### config.mk
export PLATFORM = sky130hd
export DESIGN_NAME = imm_ext_pipe_flat
export DESIGN_NICKNAME = d
export VERILOG_FILES = /design/src/rtl/imm_ext_pkg.sv /design/src/rtl/imm_ext_pipe_if.sv /design/src/rtl/imm_ext_comb.sv /design/src/rtl/imm_ext_pipe.sv /design/src/flat_wrapper.sv
export SDC_FILE = /design/constraint.sdc
export NUM_CORES = 1
export LEC_CHECK = 0
export CAP_MARGIN = 40
export CORE_ASPECT_RATIO = 1.5
export CORE_MARGIN = 8
export CORE_UTILIZATION = 53
export CTS_CLUSTER_DIAMETER = 50
export CTS_CLUSTER_SIZE = 16
export DETAILED_ROUTE_END_ITERATION = 10
export GPL_ROUTABILITY_DRIVEN = 0
export MAX_ROUTING_LAYER = met4
export PLACE_DENSITY = 0.85
export RECOVER_POWER = 100
export SLEW_MARGIN = 20
export SYNTH_ARGS = -nofsm -noshare
export SYNTH_HDL_FRONTEND = slang
export SYNTH_SLANG_ARGS = --single-unit
### constraint.sdc
create_clock -name clk -period 5.1 [get_ports clk]
set_input_delay 1.02 -clock clk [delete_from_list [all_inputs] [get_ports clk]]
set_output_delay 1.02 -clock clk [all_outputs]
set_load 0.02 [all_outputs]
### src/rtl/imm_ext_pkg.sv
// Shared encodings for the immediate extender: select/op codes, occupancy
// states of the output skid buffer, and the default error value.
package imm_ext_pkg;

  typedef enum logic [1:0] {
    SEL_A   = 2'b00,
    SEL_B   = 2'b01,
    SEL_C   = 2'b10,
    SEL_BAD = 2'b11
  } sel_e;

  typedef enum logic {
    OP_ZEXT = 1'b0,
    OP_SEXT = 1'b1
  } op_e;

  typedef enum logic [1:0] {
    ST_EMPTY = 2'd0,
    ST_ONE   = 2'd1,
    ST_FULL  = 2'd2
  } occ_e;

  localparam logic [15:0] BAD_VALUE_DEF = 16'hBADD;

endpackage

### src/rtl/imm_ext_pipe_if.sv
// Valid/ready bundle between decode (master) and the immediate stage (slave).
interface imm_ext_pipe_if #(
  parameter int DATA_W  = 16,
  parameter int INSTR_W = 11
) ();

  logic               in_valid;
  logic               in_ready;
  logic [INSTR_W-1:0] instr;
  logic [1:0]         select;
  logic               op;
  logic               out_valid;
  logic               out_ready;
  logic [DATA_W-1:0]  imm;
  logic               err;

  modport master (
    output in_valid, instr, select, op, out_ready,
    input  in_ready, out_valid, imm, err
  );

  modport slave (
    input  in_valid, instr, select, op, out_ready,
    output in_ready, out_valid, imm, err
  );

endinterface

### src/rtl/imm_ext_comb.sv
// Combinational immediate extender: picks field A/B/C by select and zero- or
// sign-extends it; select 11 yields BAD_VALUE with err set.
module imm_ext_comb
  import imm_ext_pkg::*;
#(
  parameter int          DATA_W    = 16,
  parameter int          INSTR_W   = 11,
  parameter int          FLD_A_W   = 5,
  parameter int          FLD_B_W   = 8,
  parameter int          FLD_C_W   = 11,
  parameter logic [15:0] BAD_VALUE = BAD_VALUE_DEF
) (
  input  logic [INSTR_W-1:0] instr,
  input  logic [1:0]         select,
  input  logic               op,
  output logic [DATA_W-1:0]  imm,
  output logic               err
);

  logic signed [FLD_A_W-1:0] fld_a;
  logic signed [FLD_B_W-1:0] fld_b;
  logic signed [FLD_C_W-1:0] fld_c;
  logic                      sext;

  assign fld_a = instr[FLD_A_W-1:0];
  assign fld_b = instr[FLD_B_W-1:0];
  assign fld_c = instr[FLD_C_W-1:0];
  assign sext  = (op == OP_SEXT);

  // Casting a signed field to DATA_W replicates its MSB; $unsigned pads zeros.
  always_comb begin
    imm = '0;
    err = 1'b0;
    case (sel_e'(select))
      SEL_A:   imm = sext ? DATA_W'(fld_a) : DATA_W'($unsigned(fld_a));
      SEL_B:   imm = sext ? DATA_W'(fld_b) : DATA_W'($unsigned(fld_b));
      SEL_C:   imm = sext ? DATA_W'(fld_c) : DATA_W'($unsigned(fld_c));
      default: begin
        imm = DATA_W'(BAD_VALUE);
        err = 1'b1;
      end
    endcase
  end

endmodule

### src/rtl/imm_ext_pipe.sv
// Registered immediate extender: extension on input, two-entry skid buffer
// on output, and a saturating count of delivered errored items.
module imm_ext_pipe
  import imm_ext_pkg::*;
#(
  parameter int          DATA_W    = 16,
  parameter int          INSTR_W   = 11,
  parameter int          FLD_A_W   = 5,
  parameter int          FLD_B_W   = 8,
  parameter int          FLD_C_W   = 11,
  parameter logic [15:0] BAD_VALUE = BAD_VALUE_DEF,
  parameter int          CNT_W     = 8
) (
  input  logic             clk,
  input  logic             rst,
  input  logic             flush,
  imm_ext_pipe_if.slave    bus,
  output logic [CNT_W-1:0] err_cnt
);

  logic [DATA_W-1:0] ext_imm;
  logic              ext_err;

  imm_ext_comb #(
    .DATA_W    (DATA_W),
    .INSTR_W   (INSTR_W),
    .FLD_A_W   (FLD_A_W),
    .FLD_B_W   (FLD_B_W),
    .FLD_C_W   (FLD_C_W),
    .BAD_VALUE (BAD_VALUE)
  ) u_comb (
    .instr  (bus.instr),
    .select (bus.select),
    .op     (bus.op),
    .imm    (ext_imm),
    .err    (ext_err)
  );

  occ_e              occ_q, occ_d;
  logic [DATA_W-1:0] main_imm_q, main_imm_d;
  logic              main_err_q, main_err_d;
  logic [DATA_W-1:0] skid_imm_q, skid_imm_d;
  logic              skid_err_q, skid_err_d;
  logic [CNT_W-1:0]  err_cnt_q, err_cnt_d;

  logic in_ready;
  logic out_valid;
  logic accept;
  logic drain;

  // Ready comes straight from occupancy flops; held low while reset is applied.
  assign in_ready  = !rst && (occ_q != ST_FULL);
  assign out_valid = (occ_q != ST_EMPTY);
  assign accept    = bus.in_valid && in_ready;
  assign drain     = out_valid && bus.out_ready;

  always_comb begin
    occ_d      = occ_q;
    main_imm_d = main_imm_q;
    main_err_d = main_err_q;
    skid_imm_d = skid_imm_q;
    skid_err_d = skid_err_q;
    err_cnt_d  = err_cnt_q;

    if (drain && main_err_q && (err_cnt_q != {CNT_W{1'b1}}))
      err_cnt_d = err_cnt_q + CNT_W'(1);

    if (flush) begin
      occ_d = ST_EMPTY;
    end else begin
      case (occ_q)
        ST_EMPTY: begin
          if (accept) begin
            main_imm_d = ext_imm;
            main_err_d = ext_err;
            occ_d      = ST_ONE;
          end
        end
        ST_ONE: begin
          if (accept && drain) begin
            main_imm_d = ext_imm;
            main_err_d = ext_err;
          end else if (accept) begin
            skid_imm_d = ext_imm;
            skid_err_d = ext_err;
            occ_d      = ST_FULL;
          end else if (drain) begin
            occ_d = ST_EMPTY;
          end
        end
        ST_FULL: begin
          if (drain) begin
            main_imm_d = skid_imm_q;
            main_err_d = skid_err_q;
            occ_d      = ST_ONE;
          end
        end
        default: occ_d = ST_EMPTY;
      endcase
    end
  end

  always_ff @(posedge clk) begin
    if (rst) begin
      occ_q      <= ST_EMPTY;
      main_imm_q <= '0;
      main_err_q <= 1'b0;
      err_cnt_q  <= '0;
    end else begin
      occ_q      <= occ_d;
      main_imm_q <= main_imm_d;
      main_err_q <= main_err_d;
      err_cnt_q  <= err_cnt_d;
    end
  end

  // Skid contents are only read when occupancy says FULL, so no reset needed.
  always_ff @(posedge clk) begin
    skid_imm_q <= skid_imm_d;
    skid_err_q <= skid_err_d;
  end

  assign bus.in_ready  = in_ready;
  assign bus.out_valid = out_valid;
  assign bus.imm       = main_imm_q;
  assign bus.err       = main_err_q;
  assign err_cnt       = err_cnt_q;

endmodule

### src/flat_wrapper.sv
// flat-port wrapper written by rule: the top's interface ports become plain ports
module imm_ext_pipe_flat import imm_ext_pkg::*;
#(
  parameter int          DATA_W    = 16,
  parameter int          INSTR_W   = 11,
  parameter int          FLD_A_W   = 5,
  parameter int          FLD_B_W   = 8,
  parameter int          FLD_C_W   = 11,
  parameter logic [15:0] BAD_VALUE = BAD_VALUE_DEF,
  parameter int          CNT_W     = 8
)
  (clk, rst, flush, err_cnt, bus_in_valid, bus_instr, bus_select, bus_op, bus_out_ready, bus_in_ready, bus_out_valid, bus_imm, bus_err);
  imm_ext_pipe_if #(.DATA_W(DATA_W), .INSTR_W(INSTR_W)) bus_i ();
  input  logic clk;
  input  logic rst;
  input  logic flush;
  output logic [CNT_W-1:0] err_cnt;
  input wire logic [$bits(bus_i.in_valid)-1:0] bus_in_valid;
  input wire logic [$bits(bus_i.instr)-1:0] bus_instr;
  input wire logic [$bits(bus_i.select)-1:0] bus_select;
  input wire logic [$bits(bus_i.op)-1:0] bus_op;
  input wire logic [$bits(bus_i.out_ready)-1:0] bus_out_ready;
  output wire logic [$bits(bus_i.in_ready)-1:0] bus_in_ready;
  output wire logic [$bits(bus_i.out_valid)-1:0] bus_out_valid;
  output wire logic [$bits(bus_i.imm)-1:0] bus_imm;
  output wire logic [$bits(bus_i.err)-1:0] bus_err;
  assign bus_i.in_valid = bus_in_valid;
  assign bus_i.instr = bus_instr;
  assign bus_i.select = bus_select;
  assign bus_i.op = bus_op;
  assign bus_i.out_ready = bus_out_ready;
  assign bus_in_ready = bus_i.in_ready;
  assign bus_out_valid = bus_i.out_valid;
  assign bus_imm = bus_i.imm;
  assign bus_err = bus_i.err;
  imm_ext_pipe #(.DATA_W(DATA_W), .INSTR_W(INSTR_W), .FLD_A_W(FLD_A_W), .FLD_B_W(FLD_B_W), .FLD_C_W(FLD_C_W), .BAD_VALUE(BAD_VALUE), .CNT_W(CNT_W)) u_core (.clk(clk), .rst(rst), .flush(flush), .bus(bus_i), .err_cnt(err_cnt));
endmodule
=== Yosys cells after proc, flatten, opt, wreduce, memory -nomap -nowiden ===
Cells that the tools add are included.

* Register bits after elaboration: 44
* Output and inout bits: 27
* Word-level logic and storage cells: 55

* Add/subtract/negate cells: 1
* Equality and inequality tests: 11
* Muxes and demuxes: 19
* Bitwise gates (word level): 2
* Reductions and logical operators: 16

{| class="wikitable"
|+ Operator list
! kind !! count
|-
| 16-bit 2-to-1 mux || 6
|-
| 16-bit case mux with 3 select lines || 2
|-
| 2-bit 2-to-1 mux || 5
|-
| 8-bit by 1-bit adder with 8-bit output, second input constant || 1
|-
| 8-bit != test, second input constant || 1
|-
| 4-bit AND reduction || 2
|-
| 1-bit logical AND || 6
|-
| 2-bit by 1-bit != test with 1-bit output, second input constant || 3
|-
| 2-bit case mux with 3 select lines || 1
|-
| 5-bit AND reduction || 1
|-
| 2-bit by 1-bit equality test with 1-bit output, second input constant || 2
|-
| 2-bit equality test, second input constant || 2
|-
| 2-bit zero test || 2
|-
| 1-bit 2-to-1 mux || 4
|-
| 2-bit != test, second input constant || 2
|-
| 3-bit by 1-bit != test with 1-bit output, second input constant || 1
|-
| 1-bit case mux with 3 select lines || 1
|-
| 3-bit nonzero test || 1
|-
| 3-bit OR reduction || 1
|-
| 1-bit inverter || 2
|-
| 2-bit nonzero test || 1
|-
| 2-bit OR reduction || 1
|-
| 1-bit zero test || 1
|}

=== Logic depth before layout (Yosys ltp) ===
* Depth after elaboration: 6
* Gate-level depth with buffers: 6
* Gate-level depth less buffers: 5

=== Modules after synthesis ===
From an unflattened synthesis, not the netlist that was laid out.

* Cells, all modules: 196
* Area total of the unflattened synthesis: 2265.9 um^2

{| class="wikitable"
|+ Modules (own cells, without submodules)
! module !! times used !! cells each !! area an instance (um^2) !! seq. area each (um^2)
|-
| imm_ext_pipe || 1 || 158 || 2011.9 || 1051.0
|-
| imm_ext_comb || 1 || 38 || 254.0 || 0.0
|}

=== Least setup slack after synthesis ===
OpenSTA, ideal clock, no wires.

* Kind: input-to-reg
* Start: input rst
* End: register u_core.skid_err_q, enable pin
* Setup time: 0.422 ns
* Arrival time: 2.702 ns
* Required time: 4.678 ns
* Path slack: 1.976 ns
* Stages: 2
* Path buffers: 1
* Cells stage by stage: clkbuf_1 nor4_1

* Longest elaborated chain between the ends: 6

{| class="wikitable"
|+ RTL lines
! item !! RTL line !! text
|-
| from (decl) || flat_wrapper.sv:15 || <nowiki>input logic rst;</nowiki>
|-
| 1-bit zero test * || imm_ext_pipe.sv:52 || <nowiki>assign in_ready = !rst && (occ_q != ST_FULL);</nowiki>
|-
| 1-bit logical AND * || imm_ext_pipe.sv:52 ||
|-
| 1-bit logical AND * || imm_ext_pipe.sv:54 || <nowiki>assign accept = bus.in_valid && in_ready;</nowiki>
|-
| 1-bit logical AND || imm_ext_pipe.sv:80 || <nowiki>if (accept && drain) begin</nowiki>
|-
| 1-bit inverter (no line) || n/a ||
|-
| 4-bit AND reduction (no line) * || n/a ||
|-
| to (signal assigned) || imm_ext_pipe.sv:120 || <nowiki>skid_err_q <= skid_err_d;</nowiki>
|-
| to (decl) || imm_ext_pipe.sv:43 || <nowiki>logic skid_err_q, skid_err_d;</nowiki>
|}

Mark *: on every way between the ends. The rest lies on a longest branch, timed or not.
A chain may end at the register's enable or synchronous reset.

=== Worst setup path after layout ===
* Start: input rst
* End: output bus_in_ready

* Longest elaborated chain between the ends: 2

{| class="wikitable"
|+ RTL lines
! item !! RTL line !! text
|-
| 1-bit zero test || imm_ext_pipe.sv:52 ||
|-
| 1-bit logical AND || imm_ext_pipe.sv:52 ||
|-
| to (decl) || flat_wrapper.sv:23 || <nowiki>output wire logic [$bits(bus_i.in_ready)-1:0] bus_in_ready;</nowiki>
|}

No other way between the ends.

==> run metrics <==
Int Power 0.4505 mW; Crit-path slowest cell clkbuf_1; worst slew pin tran 1.277 ns; port bufs 45; Initial Util 0.5546; GRT overflow 0; CTS tree yes; ys async rst share 0; Resize count post-CTS 0; Top FF cell, synth dfxtp_1; number of max-cap violations 0; Net Sw Power 0.1396 mW; global-route wire length before repair 7044 um; Crit path max-delay family buffers and inverters; Min-Delay Endpoint u_core.bus.imm[8]; die area 0.005783 mm^2; Die Wd 64.82 um; final critical-path required period 4.158 ns; area added between synthesis and finish 25.63%; antenna-violating nets left 0; root buffer cell clkbuf_8; wl on met1 1694 um; Yosys warning count 0; Critical Path Source rst; Synth top area share 0.2536; Yosys reg bits 38; via count 1604; crit-path cells clkdlybuf4s50_1 -> clkbuf_1 -> nor2_1 -> clkdlybuf4s50_1; Worst Reg-to-Reg Cells 4; distinct cell type count after synthesis 52; count leader, synth dfxtp_1; CTS clock-pin slew for the worst setup and hold paths 0.07 ns; Post-Synthesis Cells 198; final hold vios 0; Overall Global Routing Usage 0.1548; top cells by area, synth dfxtp_1 25%, edfxtp_1 22%, nand2b_1 4.6%; leak pwr 0.8900 nW; largest area contributor in the synthesized netlist dfxtp_1; drt first pass iters 5; crit end category primary output; register area share after synthesis 0.4756; CP max FO 29; commonest cells in the netlist 24 x dfxtp_1, 20 x nand2_1, 19 x nor2_1; share of layout cells above drive strength 1 0.05858; Core ar. 0.003416 mm^2; cell mode on critical path clkdlybuf4s50_1; Ant. Diodes 0; DRC 0; Clk Latency, worst-skew pair 0.28 ns; largest net degree at the start of global routing 30; Hold Path Origin u_core.bus.imm[8]; RSZ-0062 raised after global routing false; Total Negative Setup Slacks 0 ns; Design Power 0.5901 mW; Arrival @ worst endpoint 3.14 ns; Worst Skew 0.001993 ns; endpoints failing setup 0; status complete, no violations; Final Max Tran Viols 0; Worst Hold Path Cells 2; Nets 259; Critical Path Source Type input pin; power per cell area 248.0 mW/mm^2; syn nets 218; Cell Area, Synth 0.001894 mm^2; Post-DP Area 0.002328 mm^2; routed wire length 4190 um; top sig layer met4; Synth Area per Inst 9.567 um^2; vias in the first global route 1550; Sw Ratio 0.2366; # IOs 46; TritonCTS buffer count 5; Seq pwr share 0.550; 1st-iter DRT viols 71; Worst R2R End u_core.bus.imm[10]; Detail Placement HPWL 3111 um; fmax 240.5 MHz; Post-Layout Inst Area 0.002380 mm^2; fin crit share 0.8154; clk buf depth 2; worst vdd ir 0.0002479 V; Max-slew headroom 0.1489; EDFF count, synth 14; initial antenna violation count 0; WL per Instance 14.91 um; WS Path Type input pin to primary output; launching point of the worst reg2reg path u_core.occ_q[1]; part of the power in combinational logic 0.131; Hold Crit Class flip-flop to flip-flop; met3 WL 203 um; Final Core Density 0.6967; metal2 WL 2213 um; Die Span Y 89.22 um; # clock sinks 38; R2R setup slack 3.19 ns; Max stage delay on crit path 0.93 ns; vias per cell 5.708; Clock power frac 0.319; required time of the critical path 4.08 ns; cts hold-fix bufs 0; FP Rows 26; htree depth 2; Critical path buffers and inverters 3; post-CTS setup buffers 0
## worst min-delay path, stage by stage, from the launching register on
cell and delay [ns]:
dfxtp_1 0.31, nand2_1 0.05, a21oi_1 0.05
## per-stage QoR
stage / worst slack [ns] / std cells / hold slack [ns]
2_1_floorplan: 1.976 / 198 / 0.5020
3_3_place_gp: 1.658 / 274 / 0.4426
3_5_place_dp: 1.650 / 274 / 0.4480
4_1_cts: 1.640 / 281 / 0.4570
5_1_grt: 0.8030 / 281 / 0.4742
6_report: 0.9417 / 281 / 0.4493
## worst max path at each step
stage / to / slack (ns) / depth (start not counted)
final: bus_in_ready / 0.94 / 4
after global routing: bus_in_ready / 0.80 / 4
after CTS: bus_in_ready / 1.64 / 4
after detailed placement: bus_in_ready / 1.65 / 4
after global placement: bus_in_ready / 1.66 / 4
after floorplan: u_core.skid_err_q / 1.98 / 2
## per-layer routing
metal  track usage  vias to the layer above
met5             -                        -
met4       0.06773                        0
met3       0.02635                        8
met2        0.2768                       54
met1        0.1637                      738
li1              -                      804
## cells by family (layout without fill, tap and decap cells)
kind of cell	after synthesis	after routing	share of synthesized area
AND/OR/NAND/NOR	82	82	0.2266
multiplexers	3	3	0.01585
buffers and inverters	20	61	0.06341
flip-flops	38	38	0.4756
XOR/XNOR	3	3	0.01387
adder cells (fa/ha/maj)	1	1	0.006604
AO/OA/AOI/OAI	51	51	0.1982
## area by class of cell
type / instances / area [um^2]
fillers: 275 / 1036
flip-flops and latches: 38 / 900.9
multi-input cells: 140 / 862.1
repair buffers: 48 / 465.4
clock buffers: 7 / 76.32
well taps: 42 / 52.55
inverters: 6 / 22.52
## sequential cells by signal (all words and copies together) (netlist names)
signal and count:
u_core.occ_q 2, u_core.skid_err_q 1, u_core.skid_imm_q 13, u_core.err_cnt 8, u_core.bus.err 1, u_core.bus.imm 13
## power by group through the flow
stage	Clock (mW)	Combinational (mW)	Sequential (mW)
after floorplan	0	0.0416	0.337
after global placement	0	0.0796	0.331
after detailed placement	0	0.0811	0.332
after CTS	0.194	0.0815	0.325
after global routing	0.205	0.0849	0.325
final	0.188	0.0775	0.325
## layout by cell type (no fill, tap or decap), types with 2 or more instances in the layout
| master | count |
|---|---|
| xnor2_1 | 2 |
| edfxtp_1 | 14 |
| o211ai_1 | 8 |
| nand3b_1 | 2 |
| o21ai_0 | 7 |
| nor2_1 | 19 |
| clkbuf_1 | 4 |
| nand2_1 | 20 |
| inv_1 | 6 |
| clkdlybuf4s50_1 | 15 |
| a311oi_2 | 3 |
| dfxtp_1 | 24 |
| mux2i_1 | 3 |
| nand3_1 | 7 |
| nor3_1 | 4 |
| clkbuf_8 | 5 |
| o221ai_1 | 2 |
| nor2b_1 | 2 |
| a21oi_1 | 15 |
| dlygate4sd3_1 | 30 |
| nor4_1 | 3 |
| nand2b_1 | 14 |
| a211oi_1 | 3 |
Note: power is estimated with default switching activity, not from simulation.
